$ cat config.mk
export PLATFORM = sky130hd
export DESIGN_NAME = instr_encoder
export DESIGN_NICKNAME = d
export VERILOG_FILES = /design/src/rtl/instr_encoder.sv
export SDC_FILE = /design/constraint.sdc
export NUM_CORES = 1
export LEC_CHECK = 0
export ABC_AREA = 1
export CORE_MARGIN = 2
export CORE_UTILIZATION = 50
export DETAILED_ROUTE_END_ITERATION = 12
export GPL_TIMING_DRIVEN = 0
export PLACE_DENSITY = 0.83
export SLEW_MARGIN = 20
export SYNTH_ARGS = -nofsm -noshare
export SYNTH_HDL_FRONTEND = slang
export SYNTH_SLANG_ARGS = --single-unit
$ cat constraint.sdc
create_clock -name clk -period 6.3 [get_ports clk]
set_input_delay 1.89 -clock clk [delete_from_list [all_inputs] [get_ports clk]]
set_output_delay 1.89 -clock clk [all_outputs]
set_load 0.1 [all_outputs]
$ cat src/rtl/instr_encoder.sv
// instr_encoder: turns structured instruction requests into 32-bit MIPS words
// for the single-cycle core subset (addu, subu, and, or, sltu, lw, sw, beq,
// addiu, j). A program counter tracks the byte address of each emitted word,
// so beq offsets and j fields are computed from the word's own position.
//
// Handshake: a transfer happens on a rising edge where valid && ready are both
// high. A producer holds its payload stable while valid && !ready. in_ready is
// combinational (!out_valid || out_ready), so a transfer-out and an accept can
// share a cycle and the block sustains one word per clock. No FSM: the only
// state is the one-entry output register, pc and the sticky error.
module instr_encoder #(
  parameter logic [31:0] START_PC = 32'h0000_0000
) (
  input  logic        clk,
  input  logic        reset,
  input  logic        in_valid,
  output logic        in_ready,
  input  logic [2:0]  in_kind,
  input  logic [2:0]  in_alu,
  input  logic [4:0]  in_rs,
  input  logic [4:0]  in_rt,
  input  logic [4:0]  in_rd,
  input  logic [15:0] in_imm,
  input  logic [31:0] in_target,
  output logic        out_valid,
  input  logic        out_ready,
  output logic [31:0] out_instr,
  output logic [31:0] out_addr,
  output logic        err,
  output logic [1:0]  err_code
);

  localparam logic [2:0] KIND_ALU   = 3'd0;
  localparam logic [2:0] KIND_LW    = 3'd1;
  localparam logic [2:0] KIND_SW    = 3'd2;
  localparam logic [2:0] KIND_BEQ   = 3'd3;
  localparam logic [2:0] KIND_ADDIU = 3'd4;
  localparam logic [2:0] KIND_J     = 3'd5;

  localparam logic [1:0] ERR_NONE   = 2'd0;
  localparam logic [1:0] ERR_KIND   = 2'd1;
  localparam logic [1:0] ERR_BRANCH = 2'd2;
  localparam logic [1:0] ERR_JUMP   = 2'd3;

  logic [31:0]        pc;
  logic [31:0]        pc_plus4;
  logic [31:0]        beq_diff;
  logic signed [31:0] beq_off;
  logic               beq_range_ok;
  logic               accept;
  logic [31:0]        enc_word;
  logic               enc_err;
  logic [1:0]         enc_code;

  assign in_ready = !out_valid || out_ready;
  assign accept   = in_valid && in_ready;
  assign pc_plus4 = pc + 32'd4;

  // Branch offset: word distance from the delay-slot address, arithmetic shift
  // keeps the sign. It fits a 16-bit field only if bits 31..15 are all equal.
  always_comb begin
    beq_diff     = in_target - pc_plus4;
    beq_off      = $signed(beq_diff) >>> 2;
    beq_range_ok = (beq_off[31:15] == 17'h00000) || (beq_off[31:15] == 17'h1FFFF);
  end

  // Encode the current request; any error replaces the word with a nop.
  always_comb begin
    enc_word = 32'h0000_0000;
    enc_err  = 1'b0;
    enc_code = ERR_NONE;
    case (in_kind)
      KIND_ALU: begin
        case (in_alu)
          3'd0: enc_word = {6'b000000, in_rs, in_rt, in_rd, 5'd0, 6'b100001};
          3'd1: enc_word = {6'b000000, in_rs, in_rt, in_rd, 5'd0, 6'b100011};
          3'd2: enc_word = {6'b000000, in_rs, in_rt, in_rd, 5'd0, 6'b100100};
          3'd3: enc_word = {6'b000000, in_rs, in_rt, in_rd, 5'd0, 6'b100101};
          3'd4: enc_word = {6'b000000, in_rs, in_rt, in_rd, 5'd0, 6'b101011};
          default: begin
            enc_err  = 1'b1;
            enc_code = ERR_KIND;
          end
        endcase
      end
      KIND_LW:    enc_word = {6'b100011, in_rs, in_rt, in_imm};
      KIND_SW:    enc_word = {6'b101011, in_rs, in_rt, in_imm};
      KIND_ADDIU: enc_word = {6'b001001, in_rs, in_rt, in_imm};
      KIND_BEQ: begin
        if ((in_target[1:0] != 2'b00) || !beq_range_ok) begin
          enc_err  = 1'b1;
          enc_code = ERR_BRANCH;
        end else begin
          enc_word = {6'b000100, in_rs, in_rt, beq_off[15:0]};
        end
      end
      KIND_J: begin
        if ((in_target[1:0] != 2'b00) || (in_target[31:28] != pc_plus4[31:28])) begin
          enc_err  = 1'b1;
          enc_code = ERR_JUMP;
        end else begin
          enc_word = {6'b000010, in_target[27:2]};
        end
      end
      default: begin
        enc_err  = 1'b1;
        enc_code = ERR_KIND;
      end
    endcase
    if (enc_err) begin
      enc_word = 32'h0000_0000;
    end
  end

  // Output register, pc and sticky error; the first error code wins.
  always_ff @(posedge clk) begin
    if (reset) begin
      pc        <= START_PC;
      out_valid <= 1'b0;
      out_instr <= 32'h0000_0000;
      out_addr  <= 32'h0000_0000;
      err       <= 1'b0;
      err_code  <= ERR_NONE;
    end else begin
      if (accept) begin
        out_valid <= 1'b1;
        out_instr <= enc_word;
        out_addr  <= pc;
        pc        <= pc_plus4;
        if (enc_err) begin
          err <= 1'b1;
          if (err_code == ERR_NONE) begin
            err_code <= enc_code;
          end
        end
      end else if (out_valid && out_ready) begin
        out_valid <= 1'b0;
      end
    end
  end

endmodule
Yosys cells after proc, flatten, opt, wreduce, memory -nomap -nowiden
Index checks and enable logic that the tools add are counted.
{"block": "op_classes", "add_sub_neg": 2, "muxes": 15, "reduce_logical": 18, "eq_ne": 11}
{"op": "one-hot mux 32 bit (6 select lines)", "count": 1}
{"op": "one-hot mux 26 bit (5 select lines)", "count": 1}
{"op": "adder 32 x 3 -> 32 bit (second input constant)", "count": 1}
{"op": "two-way mux 32 bit", "count": 1}
{"op": "subtractor 32 bit", "count": 1}
{"op": "two-way mux 29 bit", "count": 1}
{"op": "two-way mux 28 bit", "count": 1}
{"op": "== test 17 bit (second input constant)", "count": 1}
{"op": "logical NOT 17 bit", "count": 1}
{"op": "== test 3 x 2 -> 1 bit (second input constant)", "count": 4}
{"op": "== test 3 bit (second input constant)", "count": 3}
{"op": "one-hot mux 2 bit (4 select lines)", "count": 1}
{"op": "== test 3 x 1 -> 1 bit (second input constant)", "count": 2}
{"op": "logical NOT 3 bit", "count": 2}
{"op": "two-way mux 1 bit", "count": 6}
{"op": "OR reduction 5 bit", "count": 1}
{"op": "logical OR 1 bit", "count": 4}
{"op": "two-way mux 2 bit", "count": 2}
{"op": "!= test 4 bit", "count": 1}
{"op": "one-hot mux 1 bit (4 select lines)", "count": 1}
{"op": "nonzero test 2 bit", "count": 2}
{"op": "AND reduction 3 bit", "count": 1}
{"op": "OR reduction 3 bit", "count": 1}
{"op": "logical AND 1 bit", "count": 2}
{"op": "other kinds (3)", "count": 4}
{"block": "totals", "input_bits": 73, "word_cells": 52, "output_inout_bits": 69, "reg_bits": 100}

Depth between registers and ports, before layout
Gate-level depths: netlist of run 1.
{"block": "logic_depth", "ltp_word": 9, "mapped_depth": 30}

Least setup slack after synthesis of run 1
No wires, ideal clock.
{"block": "synth_path", "path_kind": "in2reg", "startpoint": "input in_target[2]", "endpoint": "register out_instr[11]", "arrival_time_ns": 4.455, "path_stages": 25, "path_slack_ns": 1.776, "required_time_ns": 6.231, "path_cell_list": "inv_1 -> ha_1 -> fa_1 -> o21ai_0 -> nand2_1 -> nand2_1 -> nand2_1 -> nand2_1 -> nand3_1 -> nand2_2 -> nand2_1 -> nand2_2 -> nand2_2 -> nand2_1 -> nand2_1 -> a21oi_1 -> nand4_1 -> nor2_1 -> nand3_1 -> nand2_4 -> buf_8 -> nand4_1 -> nand2_1 -> nand2_1 -> a21oi_2"}
{"block": "synth_via", "elab_chain_cells": 8}
{"element": "start, declared", "line": "24", "source": "input logic [31:0] in_target,"}
{"element": "subtractor 32 bit *", "line": "62", "source": "beq_diff = in_target - pc_plus4;"}
{"element": "== test 17 bit / logical NOT 17 bit (equally long branches)", "line": "64", "source": "beq_range_ok = (beq_off[31:15] == 17'h00000) || (beq_off[31:15] == 17'h1FFFF);"}
{"element": "logical OR 1 bit", "line": "64"}
{"element": "logical NOT 1 bit", "line": "90", "source": "if ((in_target[1:0] != 2'b00) || !beq_range_ok) begin"}
{"element": "logical OR 1 bit", "line": "90"}
{"element": "two-way mux 29 bit / two-way mux 1 bit (equally long branches)", "line": "90"}
{"element": "one-hot mux 32 bit (6 select lines) / one-hot mux 1 bit (4 select lines) (equally long branches)", "line": "72", "source": "case (in_kind)"}
{"element": "two-way mux 32 bit *", "line": "110", "source": "if (enc_err) begin"}
{"element": "end signal, assigned", "line": "127", "source": "out_instr <= enc_word;"}
{"element": "end, declared", "line": "27", "source": "output logic [31:0] out_instr,"}
Every way passes the cells marked *; elsewhere a longest branch is shown, timed or not.
A chain may end at the register's enable or synchronous reset.

Worst setup path in the final report of run 1
{"block": "layout_path", "startpoint": "input out_ready", "endpoint": "output in_ready"}
{"block": "layout_via", "elab_chain_cells": 1}
{"element": "start, declared", "line": "26", "source": "input logic out_ready,"}
{"element": "logical OR 1 bit", "line": "55", "source": "assign in_ready = !out_valid || out_ready;"}
{"element": "end, declared", "line": "17", "source": "output logic in_ready,"}
Every way passes these cells.

==> results of run 1 <==
[worst paths after layout]
kind / cells past startpoint / slack [ns] / endpoint / startpoint
setup / recovery: 4 / 0.81 / in_ready / out_ready
hold / removal: 2 / 0.47 / out_instr[29] / out_instr[29]
setup reg to reg: 27 / 1.05 / out_instr[24] / pc[3]
hold reg to reg: 2 / 0.47 / out_instr[29] / out_instr[29]
[metal layers]
metal	wire length [um]	vias up	global-route usage [%]
met5	0	-	0
met3	2410	67	5.21
met1	12100	4299	44.4
met4	1400	0	16.2
li1	-	4662	-
met2	12400	468	52.3
[kinds of logic (layout without fill, tap and decap cells)]
kind of cell               count (synthesis)  in the layout  share of synthesized area (%)
AOI/OAI and AO/OA                        243            243                           17.3
xor gates and xnor gates                  31             31                           3.41
adders and majority gates                 20             20                           3.24
buffers and inverters                    231            384                           11.6
DFF                                       95             95                           23.9
other                                      1              3                         0.0471
and+or+nand+nor                          701            701                           40.5
[layout by cell type (no fill, tap or decap), types with 6 or more instances in the layout]
master           Yosys  final
a22oi_1             11     11
nand3_1             85     85
inv_1              179    179
nand2_1            370    370
clkbuf_1            30     30
nor2_4               6      6
o211ai_1             9      9
ha_1                19     19
nand2_2             25     25
nand4_1             70     70
o41ai_1             10     10
clkbuf_16            0      9
xor2_1              26     26
clkdlybuf4s50_1      0    137
nor2_1              92     92
a21oi_1            106    106
a21oi_2             13     13
nor3_1              16     13
o21ai_0             84     84
nor2_2              10     10
nand3_2             12     12
dfxtp_1             95     95
[layout make-up]
type                    instances  share of cell area, %
plain buffers                  49                   2.44
clock buffers                   9                   2.27
clock inverters                 7                  0.868
inverters                     182                   6.87
multi-input cells             998                   51.9
flip-flops and latches         95                   19.1
well taps                     216                   2.72
repair buffers                137                   13.8
[per-stage QoR]
stage	total power (W)	hold slack (ns)	std cells
after CTS	0.00204	0.467	1693
after floorplan	0.00125	0.481	1324
final	0.00205	0.468	1693
after global placement	0.00148	0.455	1677
after detailed placement	0.00149	0.456	1677
after global routing	0.00215	0.481	1693
[critical path: stages]
cell and delay [ns]:
clkdlybuf4s50_1 0.45, inv_1 0.04, nand2_1 0.08, clkdlybuf4s50_1 1.14
[sequential cells by signal, indices dropped and copies added (netlist names)]
name / count
err_code: 2
pc: 30
out_valid: 1
out_addr: 30
err: 1
out_instr: 31
[cell usage after synthesis, types with 5 or more instances]
cell type / instances / area, um^2
nand4_1: 70 / 438
nor2_4: 6 / 67.6
a21oi_2: 13 / 114
buf_2: 5 / 25.0
nor3_1: 16 / 80.1
xor2_1: 26 / 228
nand2_1: 370 / 1390
buf_1: 5 / 18.8
o21ai_0: 84 / 420
ha_1: 19 / 238
nor2_1: 92 / 345
a21oi_1: 106 / 531
nand3_1: 85 / 425
xnor2_1: 5 / 43.8
nand3_2: 12 / 120
o41ai_1: 10 / 87.6
a22oi_1: 11 / 82.6
o211ai_1: 9 / 67.6
clkbuf_1: 30 / 113
nor2_2: 10 / 62.6
nand2_2: 25 / 156
inv_1: 179 / 672
dfxtp_1: 95 / 1900
[report_power, final]
group | leakage, nW | switching, W | internal (W)
Sequential | 0.781 | 0.0000329 | 0.000639
Combinational | 3.53 | 0.000580 | 0.000243
Clock | 0.151 | 0.000272 | 0.000284
==> results.py, run 1 <==
metrics = {
    "cts": {
        "clockRootBuffer": "clkbuf_16",
        "ctsResizeCount": 0,
        "clkTransAtPathRegs_ns": 0.07,
        "clk_path_buf_depth": 2,
        "cts_buffers": 9,
        "worstSkewPairLatency_ns": 0.36,
        "postCtsHoldBufs": 0,
        "cts.sinks": 95,
        "htree_num_levels": 3,
        "cts_tree": "built",
        "post_cts_buffers": 0,
    },
    "placed_design": {
        "gp_congestion": 1.01,
        "hpwlAfterDp_mm": 23.2,
        "dpl-instance-area_um2": 9620,
        "io_buffers": 137,
        "preCtsSetupSlack_ns": 0.586,
    },
    "sta": {
        "rsz0062_at_grt": "no",
        "skew_ns": 0.0121,
        "maxSlewHeadroom_pct": 26.8,
        "hold_viol": 0,
        "fin_crit_sh_pct": 87.1,
        "setup_viol_count_final": 0,
        "slew_viol_final": 0,
        "setup_tns_ns": 0,
        "tightest_slew_ns": 1.09,
        "fmax_ghz": 0.182,
        "fin_ws_ns": 0.813,
        "fin_crit_ns": 5.49,
    },
    "yosys": {
        "synth_area_um2": 7970,
        "async_flop_share_pct": 0,
        "synth.distinct_cells": 46,
        "ys_warn_count": 0,
        "syn_avg_cell_area_um2": 6.03,
        "synth_edf_count": 0,
        "ys.flop_type": "dfxtp_1",
        "ys_seq_area_share_pct": 23.9,
        "ys_ff_latch": 95,
        "synthCells": 1322,
    },
    "routing": {
        "drt-initial-drc-count": 936,
        "drt-vias-per-instance": 5.61,
        "firstDrtPassIters": 6,
        "wirelength_mm": 28.3,
        "drcViolationCount": 0,
        "via_count": 9496,
        "drt.antenna.violating_nets": 0,
        "post_drt_wl_per_cell_um": 16.7,
    },
    "floorplanning": {
        "start_util_pct": 50.7,
        "core-area_um2": 15700,
        "row_count": 46,
        "ios": 142,
        "die_h_um": 130,
        "dieArea_um2": 17000,
        "die_w_um": 130,
    },
    "final_layout": {
        "syn_to_final_growth_pct": 24.8,
        "final_core_util_pct": 63.3,
        "diodes": 0,
        "finalInstanceArea_um2": 9940,
        "final_nets": 1565,
        "fillers": 1488,
        "drive_gt1_share_pct": 7.45,
        "multiInputGateArea_um2": 5160,
        "regArea_um2": 1900,
    },
    "power_and_ir_drop": {
        "power.density_nw_per_um2": 206,
        "ir_worst_vdd_mv": 0.128,
        "p_leak_nw": 4.47,
    },
    "min_path": {
        "holdCritPathClass": "flop to flop",
    },
    "grt": {
        "antenna_found_initial": 0,
        "grt-ovfl-total": 0,
        "grt_usage_pct": 33.2,
        "grt_first_pass_wirelength_mm": 43.4,
        "grt_pass1_vias": 8463,
        "grt_max_degree": 21,
    },
    "worst_setup_path": {
        "cp-end-kind": "output pin",
        "worstPathRequired_ns": 4.41,
        "worstSetupPathType": "input pin to output pin",
        "crit_fanout": 3,
        "crit_path_start_kind": "input pin",
        "worstPathArrival_ns": 3.60,
    },
    "run": {
        "cap_viol_max_count": 0,
    },
    "outcome": {
        "status": "complete, no violations",
    },
}
Power figures use the tool's default switching activity.
==> run 2, diff against run 1 <==
--- a/config.mk
+++ b/config.mk
@@ -6,11 +6,11 @@
 export NUM_CORES = 1
 export LEC_CHECK = 0
 export ABC_AREA = 1
-export CORE_MARGIN = 2
-export CORE_UTILIZATION = 50
+export CORE_MARGIN = 3
+export CORE_UTILIZATION = 59
 export DETAILED_ROUTE_END_ITERATION = 12
 export GPL_TIMING_DRIVEN = 0
-export PLACE_DENSITY = 0.83
+export PLACE_DENSITY = 0.95
 export SLEW_MARGIN = 20
 export SYNTH_ARGS = -nofsm -noshare
 export SYNTH_HDL_FRONTEND = slang
==> run 2 against run 1 <==
Compared with the run above: critical path depth is the same; count of clock-buffer cells in the layout is the same; maximum frequency shrank 0.45%; sequential power is essentially flat; first-iteration DRC count grew 71%; final cell count shrank 2.6%; utilization grew 13 points; final area shrank 0.68%; routed wire length grew 4.8%; clock power grew 2%; critical endpoint unchanged; largest power group unchanged; highest routed layer unchanged.
==> results.py, run 2 (synthesis gave the netlist of run 1 again) <==
metrics = {
    "outcome": {
        "status": "complete, no violations",
    },
    "final_layout": {
        "finalInstanceArea_um2": 9870,
        "largest_reg_flops": 31,
        "syn_to_final_growth_pct": 24.0,
        "drive_gt1_share_pct": 7.31,
        "final_nets": 1565,
        "reg_top3": "out_instr: 31 flops, out_addr: 30 flops, pc: 30 flops",
        "final_cell_mix": "nand2_1 (370), inv_1 (179), clkdlybuf4s50_1 (137)",
        "mostFrequentLayoutCell": "nand2_1",
        "largest-register": "out_instr",
        "diodes": 0,
    },
    "worst_setup_path": {
        "cp-end-kind": "output pin",
        "worstPathArrival_ns": 3.62,
        "crit_path_start_kind": "input pin",
        "worstPathRequired_ns": 4.41,
        "crit_fanout": 3,
        "worstSetupPathType": "input pin to output pin",
    },
    "cts": {
        "clkTransAtPathRegs_ns": 0.08,
        "clk_path_buf_depth": 2,
        "postCtsHoldBufs": 0,
        "htree_num_levels": 3,
        "post_cts_buffers": 0,
        "cts_tree": "built",
        "cts_buffers": 9,
        "cts.sinks": 95,
        "worstSkewPairLatency_ns": 0.36,
        "clockRootBuffer": "clkbuf_16",
        "ctsResizeCount": 0,
    },
    "placed_design": {
        "gp_congestion": 1.01,
        "io_buffers": 137,
        "hpwlAfterDp_mm": 23.6,
        "dpl-instance-area_um2": 9560,
        "preCtsSetupSlack_ns": 0.632,
    },
    "floorplanning": {
        "row_count": 41,
        "core-area_um2": 12900,
        "dieArea_um2": 14900,
        "ios": 142,
        "die_w_um": 122,
        "die_h_um": 122,
        "start_util_pct": 61.6,
    },
    "sta": {
        "slew_viol_final": 0,
        "fin_ws_ns": 0.788,
        "fin_crit_ns": 5.51,
        "tightest_slew_ns": 1.15,
        "maxSlewHeadroom_pct": 23.0,
        "fin_crit_sh_pct": 87.5,
        "setup_tns_ns": 0,
        "setup_viol_count_final": 0,
        "skew_ns": 0.00654,
        "rsz0062_at_grt": "no",
        "hold_viol": 0,
        "fmax_ghz": 0.181,
    },
    "routing": {
        "drcViolationCount": 0,
        "post_drt_wl_per_cell_um": 18.0,
        "firstDrtPassIters": 6,
        "drt.antenna.violating_nets": 0,
        "via_count": 9954,
        "drt-vias-per-instance": 6.04,
        "wirelength_mm": 29.6,
        "drt-initial-drc-count": 1602,
    },
    "power_and_ir_drop": {
        "total_power_w": 0.00207,
        "ir_worst_vdd_mv": 0.216,
        "p_leak_nw": 4.46,
        "power.density_nw_per_um2": 210,
    },
    "grt": {
        "grt_first_pass_wirelength_mm": 45.5,
        "grt-ovfl-total": 0,
        "grt_usage_pct": 39.0,
        "grt_pass1_vias": 8934,
        "antenna_found_initial": 0,
        "grt_max_degree": 21,
    },
    "min_path": {
        "holdCritPathClass": "flop to flop",
    },
    "run": {
        "cap_viol_max_count": 0,
    },
}
run 2: changes by cell type in the layout (fill, tap and decap cells not counted):
cell / change
nor3_2: -2
clkinv_8: -1
inv_6: -1
nor3_1: +2
inv_8: +2
run 2: area by class of cell:
type                            count  area, um^2
Multi-Input combinational cell    998        5150
Fill cell                        1086        3050
Sequential cell                    95        1900
Timing Repair Buffer              137        1370
Inverter                          182         683
Buffer                             49         243
Clock buffer                        9         225
Tap cell                          172         215
Clock inverter                      7        83.8
run 2: metal layers:
layer / share of wire [%] / wire length [um] / track usage [%] / vias up
li1: - / - / - / 4657
met4: 5.6 / 1670 / 20.3 / 0
met5: 0 / 0 / 0 / -
met3: 12 / 3530 / 7.10 / 114
met1: 39 / 11700 / 50.7 / 4438
met2: 43 / 12800 / 61.5 / 745
run 2: path summary, 6_finish.rpt:
path              cells past startpoint  slack (ns)           end    startpoint
setup / recovery                      4        0.79      in_ready     out_ready
hold / removal                        2        0.47  out_instr[5]  out_instr[5]
setup reg to reg                     30        1.21   err_code[1]         pc[3]
hold reg to reg                       2        0.47  out_instr[5]  out_instr[5]
run 2: critical path, stage by stage:
cell             delay (ns)
clkdlybuf4s50_1        0.46
inv_1                  0.04
nand2_1                0.09
clkdlybuf4s50_1        1.14
run 2: power breakdown:
part	leakage (nW)	switching (W)	internal, W	total [W]
logic	3.53	0.000587	0.000243	0.000830
registers	0.781	0.0000343	0.000639	0.000673
clock network	0.151	0.000283	0.000285	0.000568
run 2: through the flow:
stage | util [%] | hold slack (ns) | std cells
floorplan | - | 0.481 | 1324
global placement | 74.0 | 0.452 | 1633
detailed placement | 74.0 | 0.460 | 1633
CTS | 76.3 | 0.471 | 1649
global route | 76.4 | 0.488 | 1649
finish | 76.4 | 0.473 | 1649
==> run 3, diff against run 2 <==
--- a/config.mk
+++ b/config.mk
@@ -11,7 +11,7 @@
 export DETAILED_ROUTE_END_ITERATION = 12
 export GPL_TIMING_DRIVEN = 0
 export PLACE_DENSITY = 0.95
-export SLEW_MARGIN = 20
+export SLEW_MARGIN = 25
 export SYNTH_ARGS = -nofsm -noshare
 export SYNTH_HDL_FRONTEND = slang
 export SYNTH_SLANG_ARGS = --single-unit
==> run 3 against run 2 <==
Compared with the run above: first-iteration DRC count down 7.2%; flip-flop and latch count unchanged; register-to-register slack better by 0.03 ns; power up 1.6%; count of clock-buffer cells in the layout unchanged; die area unchanged; non-clock buffer count unchanged; global-route usage up 0.48 points; routed wire length about the same; clock power up 5.8%; maximum frequency about the same; highest routed layer unchanged; critical path type unchanged; utilization up 0.20 points.
==> results.py, run 3 (synthesis gave the netlist of run 1 again) <==
metrics = {
    "grt": {
        "grt_max_degree": 20,
        "grt_usage_pct": 39.5,
        "grt_pass1_vias": 9125,
        "grt-ovfl-total": 0,
        "antenna_found_initial": 0,
        "grt_first_pass_wirelength_mm": 46.1,
    },
    "final_layout": {
        "diodes": 0,
        "final_core_util_pct": 76.6,
        "reg_top3": "out_instr: 31 flops, out_addr: 30 flops, pc: 30 flops",
        "drive_gt1_share_pct": 7.52,
        "mostFrequentLayoutCell": "nand2_1",
        "fillers": 1072,
        "fin_cells": 1649,
        "final_cell_mix": "nand2_1 (370), inv_1 (179), clkdlybuf4s50_1 (137)",
        "final_nets": 1565,
        "largest-register": "out_instr",
        "multiInputGateArea_um2": 5170,
        "syn_to_final_growth_pct": 24.3,
        "largest_reg_flops": 31,
        "regArea_um2": 1900,
    },
    "routing": {
        "firstDrtPassIters": 7,
        "drt-vias-per-instance": 5.99,
        "drcViolationCount": 0,
        "via_count": 9881,
        "wirelength_mm": 29.6,
        "drt.antenna.violating_nets": 0,
        "post_drt_wl_per_cell_um": 17.9,
        "drt-initial-drc-count": 1487,
    },
    "cts": {
        "post_cts_buffers": 0,
        "clkTransAtPathRegs_ns": 0.07,
        "clockRootBuffer": "clkbuf_16",
        "ctsResizeCount": 0,
        "cts_buffers": 9,
        "postCtsHoldBufs": 0,
        "cts_tree": "built",
        "htree_num_levels": 3,
        "clk_path_buf_depth": 2,
        "cts.sinks": 95,
        "worstSkewPairLatency_ns": 0.37,
    },
    "worst_setup_path": {
        "cp-end-kind": "output pin",
        "worstSetupPathType": "input pin to output pin",
        "r2r-start": "pc[3]",
        "worstPathArrival_ns": 3.62,
        "cpPeakStageDelay_ns": 1.14,
        "critical_path.startpoint": "out_ready",
        "cp_slowest_cell": "clkdlybuf4s50_1",
        "crit_path_cell_trace": "clkdlybuf4s50_1 > inv_1 > nand2_1 > clkdlybuf4s50_1",
        "crit_fanout": 3,
        "r2r_slack_ns": 1.24,
        "crit_path_start_kind": "input pin",
        "cp_common_cell": "clkdlybuf4s50_1",
        "worstPathRequired_ns": 4.41,
    },
    "floorplanning": {
        "dieArea_um2": 14900,
        "core-area_um2": 12900,
        "ios": 142,
        "die_h_um": 122,
        "die_w_um": 122,
        "start_util_pct": 61.6,
        "row_count": 41,
    },
    "sta": {
        "hold_viol": 0,
        "maxSlewHeadroom_pct": 33.7,
        "slew_viol_final": 0,
        "skew_ns": 0.0103,
        "setup_tns_ns": 0,
        "fmax_ghz": 0.181,
        "fin_crit_ns": 5.51,
        "tightest_slew_ns": 0.992,
        "hold_slack_ns": 0.472,
        "fin_crit_sh_pct": 87.5,
        "setup_viol_count_final": 0,
        "rsz0062_at_grt": "no",
    },
    "outcome": {
        "status": "complete, no violations",
    },
    "min_path": {
        "holdCritPathClass": "flop to flop",
        "min_from": "out_instr[5]",
    },
    "power_and_ir_drop": {
        "p_leak_nw": 4.47,
        "power.density_nw_per_um2": 213,
        "ir_worst_vdd_mv": 0.209,
    },
    "placed_design": {
        "hpwlAfterDp_mm": 23.6,
        "io_buffers": 137,
        "place_inst": 1633,
        "gp_congestion": 1.01,
    },
    "run": {
        "cap_viol_max_count": 0,
    },
}
## run 3: metal layers
layer / GRT usage (%) / vias to the layer above / wire (um)
met5: 0 / - / 0
met4: 21.3 / 0 / 1770
met3: 6.41 / 119 / 3340
met2: 62.2 / 720 / 12700
met1: 51.5 / 4376 / 11700
li1: - / 4666 / -
## run 3: power by group
part           switching, W  internal, W  total (W)  leakage, nW
registers         0.0000340     0.000639   0.000673        0.781
logic              0.000588     0.000243   0.000831         3.54
clock network      0.000280     0.000321   0.000601        0.157
## run 3: through the flow
stage	power (W)	setup WS, ns	cell area (um^2)
finish	0.00211	0.790	9900
global route	0.00219	0.659	9900
CTS	0.00208	0.789	9890
detailed placement	0.00149	0.627	9570
global placement	0.00148	0.702	9560
floorplan	0.00125	1.78	7970
## run 3: final timing paths
path / cells after the start / end
setup / recovery: 4 / in_ready
hold / removal: 2 / out_instr[5]
setup reg to reg: 24 / out_instr[25]
hold reg to reg: 2 / out_instr[5]
## run 3: critical path, delay by kind of cell
| kind | cells | cell delay [ns] |
|---|---|---|
| and+or+nand+nor | 1 | 0.09 |
| buffers and inverters | 3 | 1.64 |
## run 3: cell type report
| cell class | instances | share of cell area, % |
|---|---|---|
| Multi-Input combinational cell | 998 | 52.2 |
| Inverter | 182 | 6.90 |
| Timing Repair Buffer | 137 | 13.9 |
| Clock buffer | 9 | 2.27 |
| Buffer | 49 | 2.45 |
| Sequential cell | 95 | 19.2 |
| Tap cell | 172 | 2.17 |
| Clock inverter | 7 | 0.960 |
